==> config.mk <==
export PLATFORM = sky130hd
export DESIGN_NAME = dmi_cdc_bridge
export DESIGN_NICKNAME = d
export VERILOG_FILES = /design/src/rtl/dmi_cdc_bridge.sv
export SDC_FILE = /design/constraint.sdc
export NUM_CORES = 1
export LEC_CHECK = 0
export ABC_AREA = 1
export BUFFER_PORTS_ARGS = -buffer_cell sky130_fd_sc_hd__buf_2
export CAP_MARGIN = 20
export CORE_UTILIZATION = 35
export DETAILED_ROUTE_END_ITERATION = 10
export HOLD_SLACK_MARGIN = 0.08
export PLACE_DENSITY = 0.63
export SYNTH_ARGS = -nofsm -noshare
export SYNTH_HDL_FRONTEND = slang
export SYNTH_SLANG_ARGS = --single-unit
==> constraint.sdc <==
create_clock -name clk -period 3.7 [get_ports clk]
set_clock_uncertainty 0.05 [all_clocks]
set_input_delay 0.37 -clock clk [delete_from_list [all_inputs] [get_ports clk]]
set_output_delay 0.37 -clock clk [all_outputs]
set_load 0.02 [all_outputs]
==> src/rtl/dmi_cdc_bridge.sv <==
// dmi_cdc_bridge: clk-domain side of the DMI toggle handshake.
// Optional abort timer enabled by DMI_BRIDGE_TIMEOUT_EN.
module dmi_cdc_bridge #(
  parameter int ABITS          = 7,
  parameter int SYNC_STAGES    = 2,
  parameter int TIMEOUT_CYCLES = 1024
) (
  input  logic             clk,
  input  logic             rst_n,
  input  logic             dmi_start,
  output logic             dmi_finish,
  input  logic [1:0]       dmi_op,
  input  logic [ABITS-1:0] dmi_address,
  input  logic [31:0]      dmi_wdata,
  output logic [31:0]      dmi_rdata,
  output logic             dm_req_valid,
  input  logic             dm_req_ready,
  output logic             dm_req_we,
  output logic [ABITS-1:0] dm_req_addr,
  output logic [31:0]      dm_req_wdata,
  input  logic             dm_rsp_valid,
  input  logic [31:0]      dm_rsp_rdata,
  output logic             dmi_timeout
);

  typedef enum logic [1:0] {
    S_IDLE,
    S_REQ,
    S_WAIT_RSP
  } state_t;

  localparam int WW = $clog2(SYNC_STAGES + 2);
  localparam logic [WW-1:0] WARM_INIT = WW'(SYNC_STAGES + 1);

  if (SYNC_STAGES < 2 || SYNC_STAGES > 4) begin : g_bad_sync
    $error("dmi_cdc_bridge: SYNC_STAGES must be 2..4");
  end
  if (TIMEOUT_CYCLES < 2) begin : g_bad_tmo
    $error("dmi_cdc_bridge: TIMEOUT_CYCLES must be >= 2");
  end

  state_t r_state;
  state_t w_state_nxt;

  logic [SYNC_STAGES-1:0] r_sync;
  logic [WW-1:0]          r_warm;
  logic                   r_seen;
  logic                   w_seen_nxt;
  logic                   w_sync_out;
  logic                   w_warm;
  logic                   w_pending;

  logic             r_finish;
  logic [31:0]      r_rdata;
  logic             r_req_valid;
  logic             r_req_we;
  logic [ABITS-1:0] r_req_addr;
  logic [31:0]      r_req_wdata;
  logic             r_timeout;

  logic             w_finish_nxt;
  logic [31:0]      w_rdata_nxt;
  logic             w_req_valid_nxt;
  logic             w_req_we_nxt;
  logic [ABITS-1:0] w_req_addr_nxt;
  logic [31:0]      w_req_wdata_nxt;
  logic             w_timeout_nxt;

  assign w_sync_out = r_sync[SYNC_STAGES-1];
  assign w_warm     = (r_warm != '0);
  assign w_pending  = !w_warm && (w_sync_out != r_seen);

  // Bring the tclk-domain toggle into clk.
  always_ff @(posedge clk or negedge rst_n) begin
    if (!rst_n) begin
      r_sync <= '0;
    end else begin
      r_sync <= {r_sync[SYNC_STAGES-2:0], dmi_start};
    end
  end

  // Hold off requests until the synchroniser has flushed after reset.
  always_ff @(posedge clk or negedge rst_n) begin
    if (!rst_n) begin
      r_warm <= WARM_INIT;
    end else if (w_warm) begin
      r_warm <= r_warm - WW'(1);
    end
  end

`ifdef DMI_BRIDGE_TIMEOUT_EN
  localparam int CW = $clog2(TIMEOUT_CYCLES);
  localparam logic [CW-1:0] TMO_LAST = CW'(TIMEOUT_CYCLES - 1);

  logic [CW-1:0] r_cnt;
  logic [CW-1:0] w_cnt_nxt;

  // Cycles spent on the current DM access.
  always_ff @(posedge clk or negedge rst_n) begin
    if (!rst_n) begin
      r_cnt <= '0;
    end else begin
      r_cnt <= w_cnt_nxt;
    end
  end
`endif

  // Next-state and next-output logic for the access FSM.
  always_comb begin
    w_state_nxt     = r_state;
    w_seen_nxt      = r_seen;
    w_finish_nxt    = r_finish;
    w_rdata_nxt     = r_rdata;
    w_req_valid_nxt = r_req_valid;
    w_req_we_nxt    = r_req_we;
    w_req_addr_nxt  = r_req_addr;
    w_req_wdata_nxt = r_req_wdata;
    w_timeout_nxt   = r_timeout;
`ifdef DMI_BRIDGE_TIMEOUT_EN
    w_cnt_nxt       = r_cnt;
`endif

    if (w_warm) begin
      w_seen_nxt = w_sync_out;
    end

    unique case (r_state)
      S_IDLE: begin
        if (w_pending) begin
          w_seen_nxt      = w_sync_out;
          w_req_we_nxt    = (dmi_op == 2'd2);
          w_req_addr_nxt  = dmi_address;
          w_req_wdata_nxt = dmi_wdata;
`ifdef DMI_BRIDGE_TIMEOUT_EN
          w_timeout_nxt   = 1'b0;
          w_cnt_nxt       = '0;
`endif
          if (dmi_op == 2'd1 || dmi_op == 2'd2) begin
            w_req_valid_nxt = 1'b1;
            w_state_nxt     = S_REQ;
          end else begin
            w_finish_nxt = ~r_finish;
          end
        end
      end
      S_REQ: begin
        if (r_req_valid && dm_req_ready) begin
          w_req_valid_nxt = 1'b0;
          w_state_nxt     = S_WAIT_RSP;
        end
      end
      S_WAIT_RSP: begin
        if (dm_rsp_valid) begin
          if (!r_req_we) begin
            w_rdata_nxt = dm_rsp_rdata;
          end
          w_finish_nxt = ~r_finish;
          w_state_nxt  = S_IDLE;
        end
      end
      default: begin
        w_req_valid_nxt = 1'b0;
        w_state_nxt     = S_IDLE;
      end
    endcase

`ifdef DMI_BRIDGE_TIMEOUT_EN
    if (r_state == S_REQ || r_state == S_WAIT_RSP) begin
      w_cnt_nxt = r_cnt + CW'(1);
      if (w_state_nxt != S_IDLE && r_cnt == TMO_LAST) begin
        w_req_valid_nxt = 1'b0;
        w_rdata_nxt     = '0;
        w_timeout_nxt   = 1'b1;
        w_finish_nxt    = ~r_finish;
        w_state_nxt     = S_IDLE;
      end
    end
`endif
  end

  // State and registered outputs.
  always_ff @(posedge clk or negedge rst_n) begin
    if (!rst_n) begin
      r_state     <= S_IDLE;
      r_seen      <= 1'b0;
      r_finish    <= 1'b0;
      r_rdata     <= '0;
      r_req_valid <= 1'b0;
      r_req_we    <= 1'b0;
      r_req_addr  <= '0;
      r_req_wdata <= '0;
      r_timeout   <= 1'b0;
    end else begin
      r_state     <= w_state_nxt;
      r_seen      <= w_seen_nxt;
      r_finish    <= w_finish_nxt;
      r_rdata     <= w_rdata_nxt;
      r_req_valid <= w_req_valid_nxt;
      r_req_we    <= w_req_we_nxt;
      r_req_addr  <= w_req_addr_nxt;
      r_req_wdata <= w_req_wdata_nxt;
      r_timeout   <= w_timeout_nxt;
    end
  end

  assign dmi_finish   = r_finish;
  assign dmi_rdata    = r_rdata;
  assign dm_req_valid = r_req_valid;
  assign dm_req_we    = r_req_we;
  assign dm_req_addr  = r_req_addr;
  assign dm_req_wdata = r_req_wdata;
  assign dmi_timeout  = r_timeout;

endmodule

==> results of run 1 <==
-- kinds of logic (layout without fill, tap and decap cells) --
kind of cell               after synthesis  after routing  share of synthesized area, %
buffers and inverters                   59            216                          7.78
adders and majority gates                2              2                         0.782
and+or+nand+nor                        180            180                          22.2
xor gates and xnor gates                 1              1                         0.274
DFF                                     81             81                          63.4
AOI/OAI and AO/OA                       35             35                          5.47
other                                    1              1                         0.117
-- report_power, final --
| part | internal, mW | switching (mW) | total [mW] |
|---|---|---|---|
| Sequential | 1.29 | 0.213 | 1.50 |
| Clock | 0.449 | 0.312 | 0.761 |
| Combinational | 0.545 | 1.11 | 1.65 |
-- through the flow --
step / util [%] / worst slack (ns) / instances / total power [mW]
finish: 49.0 / 1.61 / 624 / 3.92
floorplan: - / 2.30 / 359 / 2.61
CTS: 48.4 / 1.56 / 621 / 3.96
global route: 49.0 / 1.40 / 624 / 4.22
global placement: 45.6 / 1.65 / 604 / 3.14
detailed placement: 45.6 / 1.58 / 604 / 3.18
-- worst paths after layout --
path                                  startpoint                           end  slack [ns]  cells after the start
max in group asynchronous                  rst_n     dmi_rdata[10]$_DFFE_PN0P_        2.50                      3
hold / removal                     dmi_wdata[14]  dm_req_wdata[14]$_DFFE_PN0P_        0.16                      3
setup / recovery           r_warm[0]$_DFFE_PN1P_  dm_req_wdata[28]$_DFFE_PN0P_        1.61                      7
setup reg to reg           r_warm[0]$_DFFE_PN1P_  dm_req_wdata[28]$_DFFE_PN0P_        1.61                      7
min in group asynchronous                  rst_n        r_state[1]$_DFFE_PN0P_        0.50                      2
hold reg to reg              r_sync[0]$_DFF_PN0_           r_sync[1]$_DFF_PN0_        0.30                      0
-- area by class of cell --
cell class                 instances  area [sq um]  area share [%]
inverter                          44           165            3.83
clock buffer                      11           131            3.05
multi-input combinational        219           922            21.4
timing repair buffer             156           826            19.1
sequential                        81          2030            47.0
tap                              108           135            3.13
clock inverter                     5           105            2.44
-- critical path, stage by stage, from the launching register on --
cell and delay (ns):
dfstp_2 0.54, inv_1 0.04, ha_1 0.27, nand4_2 0.12
buf_4 0.37, inv_2 0.36, nand2_1 0.14, nand2_1 0.06
-- cell usage in the layout, fill, tap and decap left out --
cell type,instances
buf_2,150
buf_12,2
inv_2,1
bufinv_16,3
o21ai_0,34
nand4_2,1
xnor2_1,1
nand4_1,2
clkinvlp_4,2
a21oi_1,1
clkbuf_1,2
dfrtp_1,79
nor2_4,1
nand3_1,5
ha_1,2
dlygate4sd3_1,2
buf_4,2
nand2_1,166
nor2_1,4
inv_1,43
conb_1,1
dfstp_2,2
nand3_2,1
clkbuf_8,9
-- synthesized netlist by cell type --
master	number	area share, %
nand2_1	166	19
dfrtp_1	79	62
inv_1	43	5.0
o21ai_0	34	5.3
buf_2	7	1.1
buf_4	5	1.2
nand3_1	5	0.78
nor2_1	4	0.47
clkbuf_1	3	0.35
dfstp_2	2	1.6
ha_1	2	0.78
nand4_1	2	0.39
a21oi_1	1	0.16
conb_1	1	0.12
inv_2	1	0.12
nand3_2	1	0.31
nand4_2	1	0.39
nor2_4	1	0.35
xnor2_1	1	0.27
-- flip-flops by register name (all words and copies together) (netlist names), 2 cells and up --
signal        count
dm_req_addr       7
dm_req_wdata     32
dmi_rdata        32
r_state           2
r_sync            2
r_warm            2
-- routing by layer --
layer,up-vias,wire (microns),global-route usage [%]
met5,-,0,0
met4,0,121,6.29
met3,10,661,5.32
met2,119,2910,24.1
met1,1154,3210,18.8
li1,1379,-,-
==> impl_results.md, run 1 <==
- IO Pins: 153
- Number of vias per cell: 4.27
- Vias in the first global route: 2652
- Clock Tree Root: clkbuf_8
- RSZ-0062 raised after global routing: false
- Max-slew violation count: 0
- Global placer's final weighted congestion: 0.772
- Data arrival, critical path: 2.27 ns
- Mapped cell area: 3200 sq um
- Fin. Hold Viols: 0
- Synth unique cells: 19
- Worst-path maximum fanout: 41
- First-pass DRT Iterations: 7
- Post-synthesis register bit count: 81
- Share of cells above drive strength 1: 33.7%
- Fillers: 882
- HP Class: input port to flop
- YS warnings: 0
- Layout Nets: 591
- Final hold slack: 0.155 ns
- Area Overhead vs Synth: 34.8%
- CTS tree: yes
- Row count: 34
- Max IR drop VDD: 0.375 mV
- Setup bufs post-CTS: 0
- Routed len/inst: 11.1 microns
- Hpwl dp: 4.72 mm
- Worst Path Class, Setup: flop to flop
- Headroom to the max-slew limit: 59.2%
- Tightest Pin Transition: 0.612 ns
- Worst setup SP type: flop
- Die height: 97.6 microns
- Tcrit/Tclk final: 56.5%
- MaxCap Viol Count: 0
- Area after DPL: 4020 sq um
- Core area: 8810 sq um
- GR Overflow Total: 0
- Final min period: 2.09 ns
- Num CTS Buffers: 9
- Clock Latency Late Sink: 0.34 ns
- Clock tree buffer depth: 2
- Antenna violations before repair: 0
- Final setup fails: 0
- Setup crit end kind: flop
- Die ar.: 9530 sq um
- Pwr/cell area: 907 nW/um^2
- Input/output buffers: 151
- Peak Freq: 478 MHz
- Setup tns final: 0 ns
- Initial DRC count: 99
- Final ANT Viol Nets: 0
- Gr usage total: 15.2%
- Post-Syn Instances: 359
- Clock Sinks: 81
- Cts repair resizes: 0
- Sequential-to-total area share from yosys stat: 63.4%
- Failing checks: DRC
- CTS Hold Buffers Added: 1
- Vias post-DR: 2662
- Fin area: 4310 sq um
- Syn_area_per_cell: 8.92 sq um
- WL final: 6.90 mm
- Worst-path clk slew: 0.09 ns
- Htree depth: 3
- Die X: 97.6 microns
- DRC viols: 27
- Synth Net Count: 439
- Pin count of the biggest net entering global routing: 82
- Worst EP required: 3.88 ns
- Initial Utilization: 36.3%
- Diode count: 0
- First-pass GRT wire length: 11.6 mm
- Leakage: 2.57 nW
- Status: finished, violations left
Note: power is estimated with default switching activity, not from simulation.
==> inputs of run 2 (changes only) <==
==> constraint.sdc (replaced) <==
create_clock -name clk -period 2 [get_ports clk]
set_clock_uncertainty 0.05 [all_clocks]
set_input_delay 0.2 -clock clk [delete_from_list [all_inputs] [get_ports clk]]
set_output_delay 0.2 -clock clk [all_outputs]
set_load 0.02 [all_outputs]
==> impl_results.md, run 2 (same netlist as run 1, synthesis figures left out) <==
- Status: finished, violations left (unchanged)
- Failing checks: DRC (unchanged)
- Most common cell after layout, fill and taps aside: nand2_1 (unchanged)
- Worst EP required: 2.22 ns (was 3.88 ns)
- Cts repair resizes: 0 (unchanged)
- DRC viols: 26 (was 27)
- MaxCap Viol Count: 0 (unchanged)
- Initial DRC count: 118 (was 99)
- Vias in the first global route: 2969 (was 2652)
- First-pass GRT wire length: 13.7 mm (was 11.6 mm)
- Vias post-DR: 2995 (was 2662)
- Clock Sinks: 81 (unchanged)
- Max-slew violation count: 0 (unchanged)
- Gr usage total: 17.9% (was 15.2%)
- Clock Latency Late Sink: 0.33 ns (was 0.34 ns)
- Num CTS Buffers: 9 (unchanged)
- Worst-path maximum fanout: 40 (was 41)
- Worst setup SP type: flop (unchanged)
- Layout Nets: 662 (was 591)
- First-pass DRT Iterations: 7 (unchanged)
- Clock share of power: 16.2% (was 19.4%)
- Pwr/cell area: 1440 nW/um^2 (was 907 nW/um^2)
- Die X: 97.6 microns (unchanged)
- WL final: 8.15 mm (was 6.90 mm)
- Final ANT Viol Nets: 0 (unchanged)
- Clock Tree Root: clkbuf_8 (unchanged)
- Fin. Hold Viols: 0 (unchanged)
- Core area: 8810 sq um (unchanged)
- Number of vias per cell: 4.31 (was 4.27)
- Input/output buffers: 151 (unchanged)
- Commonest cells after routing, fill and taps aside: 166 x nand2_1, 150 x buf_2, 79 x dfrtp_1 (unchanged)
- Headroom to the max-slew limit: 55.3% (was 59.2%)
- Row count: 34 (unchanged)
- Clock tree buffer depth: 2 (unchanged)
- Final setup fails: 0 (unchanged)
- Worst-path clk slew: 0.07 ns (was 0.09 ns)
- Worst Path Class, Setup: flop to flop (unchanged)
- Share of cells above drive strength 1: 29.5% (was 33.7%)
- Combinational share of power: 44.7% (was 42.2%)
- CTS tree: yes (unchanged)
- Tcrit/Tclk final: 85.8% (was 56.5%)
- Die height: 97.6 microns (unchanged)
- Hpwl dp: 4.67 mm (was 4.72 mm)
- Peak Freq: 583 MHz (was 478 MHz)
- Switching Share: 42.7% (was 41.6%)
- Fin area: 4970 sq um (was 4310 sq um)
- Layout Cells excl Fill: 695 (was 624)
- Leakage: 2.84 nW (was 2.57 nW)
- HP Class: input port to flop (unchanged)
- Data arrival, critical path: 1.94 ns (was 2.27 ns)
- Area Overhead vs Synth: 55.2% (was 34.8%)
- Int Power: 4.09 mW (was 2.28 mW)
- Sequential share of power: 39.1% (was 38.4%)
- Diode count: 0 (unchanged)
- Post-Route Utilization: 56.4% (was 49.0%)
- Setup bufs post-CTS: 0 (unchanged)
- IO Pins: 153 (unchanged)
- Power Total: 7.14 mW (was 3.92 mW)
- R2R setup slack: 0.28 ns (was 1.61 ns)
- Setup crit end kind: flop (unchanged)
- Final min period: 1.72 ns (was 2.09 ns)
- Antenna violations before repair: 0 (unchanged)
- Fillers: 786 (was 882)
- Htree depth: 3 (unchanged)
- Global placer's final weighted congestion: 0.793 (was 0.772)
- Pin count of the biggest net entering global routing: 67 (was 82)
- Max IR drop VDD: 0.779 mV (was 0.375 mV)
- Setup tns final: 0 ns (unchanged)
- RSZ-0062 raised after global routing: false (unchanged)
- Initial Utilization: 36.3% (unchanged)
- Die ar.: 9530 sq um (unchanged)
- Routed len/inst: 11.7 microns (was 11.1 microns)
- Tightest Pin Transition: 0.670 ns (was 0.612 ns)
- Placed insts: 606 (was 604)
- GR Overflow Total: 0 (unchanged)
- Area after DPL: 4050 sq um (was 4020 sq um)
- NetSw: 3.05 mW (was 1.63 mW)
## run 2: what timing repair did
item / 4_1_cts / 5_1_grt
endpoints found under the hold margin: 151 / 0
setup endpoints to repair: 0 / 0
hold buffers: 73 / 0
## run 2: through the flow
| stage | setup slack, ns | hold slack [ns] |
|---|---|---|
| 2_1_floorplan | 0.596 | -0.146 |
| 3_3_place_gp | 0.380 | 0.0280 |
| 3_5_place_dp | 0.301 | 0.0291 |
| 4_1_cts | 0.269 | 0.0974 |
| 5_1_grt | 0.108 | 0.149 |
| 6_report | 0.284 | 0.118 |
## run 2: area by class of cell
type	instances	area, sq um	share of cell area [%]
clock buffer	13	149	3.00
multi-input combinational	219	922	18.6
sequential	81	2030	40.9
tap	108	135	2.72
clock inverter	3	42.5	0.856
timing repair buffer	227	1520	30.7
inverter	44	165	3.32
## run 2: routing by layer
layer	vias to the layer above	wire, microns	global-route usage (%)
li1	1522	-	-
met1	1343	3690	22.3
met2	119	3720	29.6
met3	11	647	5.54
met4	0	95	6.06
met5	-	0	0
## run 2: power by group through the flow
stage	logic, mW	clock network, mW	registers (mW)
5_1_grt	3.56	1.27	2.88
4_1_cts	3.21	1.21	2.78
2_1_floorplan	1.16	0	3.68
3_5_place_dp	3.10	0	2.80
6_report	3.19	1.16	2.79
3_3_place_gp	3.04	0	2.78
## run 2: path summary, 6_finish.rpt
path                                                     end                  start  depth (start not counted)
worst min register to register           r_sync[1]$_DFF_PN0_    r_sync[0]$_DFF_PN0_                          0
worst max register to register  dm_req_wdata[25]$_DFFE_PN0P_  r_warm[0]$_DFFE_PN1P_                          6
worst max-delay path            dm_req_wdata[25]$_DFFE_PN0P_  r_warm[0]$_DFFE_PN1P_                          6
min in group asynchronous         dm_req_addr[4]$_DFFE_PN0P_                  rst_n                          2
worst min-delay path                  r_state[0]$_DFFE_PN0P_           dm_req_ready                          4
max in group asynchronous              r_warm[0]$_DFFE_PN1P_                  rst_n                          3
## run 2: worst max-delay path, stage by stage, from the launching register on
cell and delay (ns):
dfstp_2 0.54, inv_1 0.04, ha_1 0.27, nand4_2 0.14, buf_4 0.38, nand2_1 0.12, nand2_1 0.09
==> inputs of run 3 (changes only) <==
--- a/config.mk
+++ b/config.mk
@@ -6,12 +6,12 @@
 export NUM_CORES = 1
 export LEC_CHECK = 0
 export ABC_AREA = 1
-export BUFFER_PORTS_ARGS = -buffer_cell sky130_fd_sc_hd__buf_2
 export CAP_MARGIN = 20
 export CORE_UTILIZATION = 35
 export DETAILED_ROUTE_END_ITERATION = 10
+export DONT_BUFFER_PORTS = 1
 export HOLD_SLACK_MARGIN = 0.08
-export PLACE_DENSITY = 0.63
+export PLACE_DENSITY = 0.49
 export SYNTH_ARGS = -nofsm -noshare
 export SYNTH_HDL_FRONTEND = slang
 export SYNTH_SLANG_ARGS = --single-unit
==> impl_results.md, run 3 (same netlist as run 1, synthesis figures left out) <==
- Status: finished, violations left (unchanged)
- Failing checks: DRC, hold timing (was DRC)
- Headroom to the max-slew limit: 56.2% (was 55.3%)
- Vias post-DR: 2447 (was 2995)
- Pin count of the biggest net entering global routing: 82 (was 67)
- Tcrit/Tclk final: 85.4% (was 85.8%)
- Fin area: 4250 sq um (was 4970 sq um)
- Area Overhead vs Synth: 32.8% (was 55.2%)
- Crit path top cell by count: nand2_1 (unchanged)
- Worst Path Class, Setup: flop to flop (unchanged)
- Area after DPL: 3290 sq um (was 4050 sq um)
- Share of cells above drive strength 1: 5.71% (was 29.5%)
- Setup bufs post-CTS: 0 (unchanged)
- Antenna violations before repair: 0 (unchanged)
- Final setup fails: 0 (unchanged)
- Levels on crit path: 6 (unchanged)
- RSZ-0062 raised after global routing: false (unchanged)
- Leakage: 2.23 nW (was 2.84 nW)
- GR Overflow Total: 0 (unchanged)
- Cts repair resizes: 0 (unchanged)
- Setup tns final: 0 ns (unchanged)
- IO Pins: 153 (unchanged)
- DRC viols: 24 (was 26)
- MaxCap Viol Count: 0 (unchanged)
- Gr usage total: 15.9% (was 17.9%)
- First-pass GRT wire length: 11.9 mm (was 13.7 mm)
- HP Class: input port to asynchronous set/reset pin (was input port to flop)
- Delay-heaviest family, CP: buffers and inverters (was flip-flops)
- Row count: 34 (unchanged)
- Max-slew violation count: 0 (unchanged)
- Initial DRC count: 93 (was 118)
- Tightest Pin Transition: 0.656 ns (was 0.670 ns)
- Data arrival, critical path: 1.93 ns (was 1.94 ns)
- Num CTS Buffers: 9 (unchanged)
- WL final: 7.22 mm (was 8.15 mm)
- Most common cell after layout, fill and taps aside: nand2_1 (unchanged)
- Final min period: 1.71 ns (was 1.72 ns)
- Core area: 8810 sq um (unchanged)
- Initial Utilization: 36.3% (unchanged)
- Final ANT Viol Nets: 0 (unchanged)
- Peak Freq: 585 MHz (was 583 MHz)
- Layout Nets: 513 (was 662)
- First-pass DRT Iterations: 8 (was 7)
- Diode count: 0 (unchanged)
- Input/output buffers: 0 (was 151)
- Worst EP required: 2.22 ns (about the same)
- Die ar.: 9530 sq um (unchanged)
- Routed len/inst: 13.2 microns (was 11.7 microns)
- Pwr/cell area: 1540 nW/um^2 (was 1440 nW/um^2)
- Clock Sinks: 81 (unchanged)
- Worst-path maximum fanout: 40 (unchanged)
- Commonest cells after routing, fill and taps aside: 166 x nand2_1, 79 x dfrtp_1, 75 x dlygate4sd3_1 (was 166 x nand2_1, 150 x buf_2, 79 x dfrtp_1)
- Crit path cell chain: inv_1 > ha_1 > nand4_2 > inv_2 > nand2_1 > nand2_1 (was inv_1 > ha_1 > nand4_2 > buf_4 > nand2_1 > nand2_1)
- FF+latch area: 2030 sq um (unchanged)
- Setup crit end kind: flop (unchanged)
- Fin. Hold Viols: 81 (was 0)
- Slowest CP cell: inv_2 (was dfstp_2)
- Global placer's final weighted congestion: 0.767 (was 0.793)
- Clock tree buffer depth: 2 (unchanged)
- Final hold slack: -0.504 ns (was 0.118 ns)
- Fillers: 807 (was 786)
- Hpwl dp: 4.34 mm (was 4.67 mm)
- Vias in the first global route: 2462 (was 2969)
- Power Total: 6.55 mW (was 7.14 mW)
- Worst-path clk slew: 0.09 ns (was 0.07 ns)
- Reg2Reg Depth: 6 (unchanged)
- Number of vias per cell: 4.48 (was 4.31)
- Clock Latency Late Sink: 0.34 ns (was 0.33 ns)
- Max IR drop VDD: 0.690 mV (was 0.779 mV)
- Worst setup SP type: flop (unchanged)
- CTS tree: yes (unchanged)
- Die X: 97.6 microns (unchanged)
- Htree depth: 3 (unchanged)
- Clock Tree Root: clkbuf_8 (unchanged)
- Slowest cell delay on critical path: 0.51 ns (was 0.54 ns)
- Worst path buffer plus inverter count: 2 (unchanged)
- Area of the multi-input gates: 922 sq um (unchanged)
- Die height: 97.6 microns (unchanged)
- CTS Hold Buffers Added: 75 (was 73)
run 3: changes by cell type in the layout (fill, tap and decap cells not counted):
cell,previous run,this run
clkbuf_1,3,0
clkinv_4,0,1
dlygate4sd3_1,73,75
clkinvlp_4,1,2
buf_4,3,2
buf_2,150,0
clkinv_2,1,0
clkbuf_8,10,11
inv_6,0,1
run 3: cell type report:
cell class	count	share of cell area, %
well taps	108	3.18
flip-flops and latches	81	47.7
inverters	44	3.88
multi-input cells	219	21.7
clock inverters	5	1.47
repair buffers	78	18.5
clock buffers	11	3.56
run 3: worst paths after layout:
path	from	to	slack, ns
max	r_warm[0]$_DFFE_PN1P_	dm_req_wdata[10]$_DFFE_PN0P_	0.29
min	rst_n	r_sync[1]$_DFF_PN0_	-0.50
max reg2reg	r_warm[0]$_DFFE_PN1P_	dm_req_wdata[10]$_DFFE_PN0P_	0.29
min reg2reg	r_sync[0]$_DFF_PN0_	r_sync[1]$_DFF_PN0_	0.30
max in group asynchronous	rst_n	r_warm[0]$_DFFE_PN1P_	2.19
min in group clk	dmi_op[0]	dm_req_we$_DFFE_PN0P_	0.12
run 3: metrics by stage:
stage	setup slack (ns)	util, %	std cells
finish	0.291	48.3	546
global route	0.0717	48.3	546
CTS	0.249	48.3	546
detailed placement	0.272	37.3	455
global placement	0.333	37.3	455
floorplan	0.596	-	359
run 3: worst register-to-register path, stage by stage (launching register included):
cell and delay [ns]:
dfstp_2 0.38, inv_1 0.05, ha_1 0.26, nand4_2 0.16, inv_2 0.51, nand2_1 0.14, nand2_1 0.10
run 3: routing by layer:
layer / part of all wire (%) / global-route usage, % / up-vias
met4: 0.24 / 3.85 / 0
met2: 47 / 25.3 / 122
li1: - / - / 1221
met3: 11 / 7.91 / 2
met5: 0 / 0 / -
met1: 42 / 19.3 / 1102
run 3: where the power goes:
| part | switching [mW] | internal (mW) |
|---|---|---|
| sequential | 1.44 | 2.38 |
| combinational | 0.898 | 0.588 |
| clock | 0.592 | 0.652 |
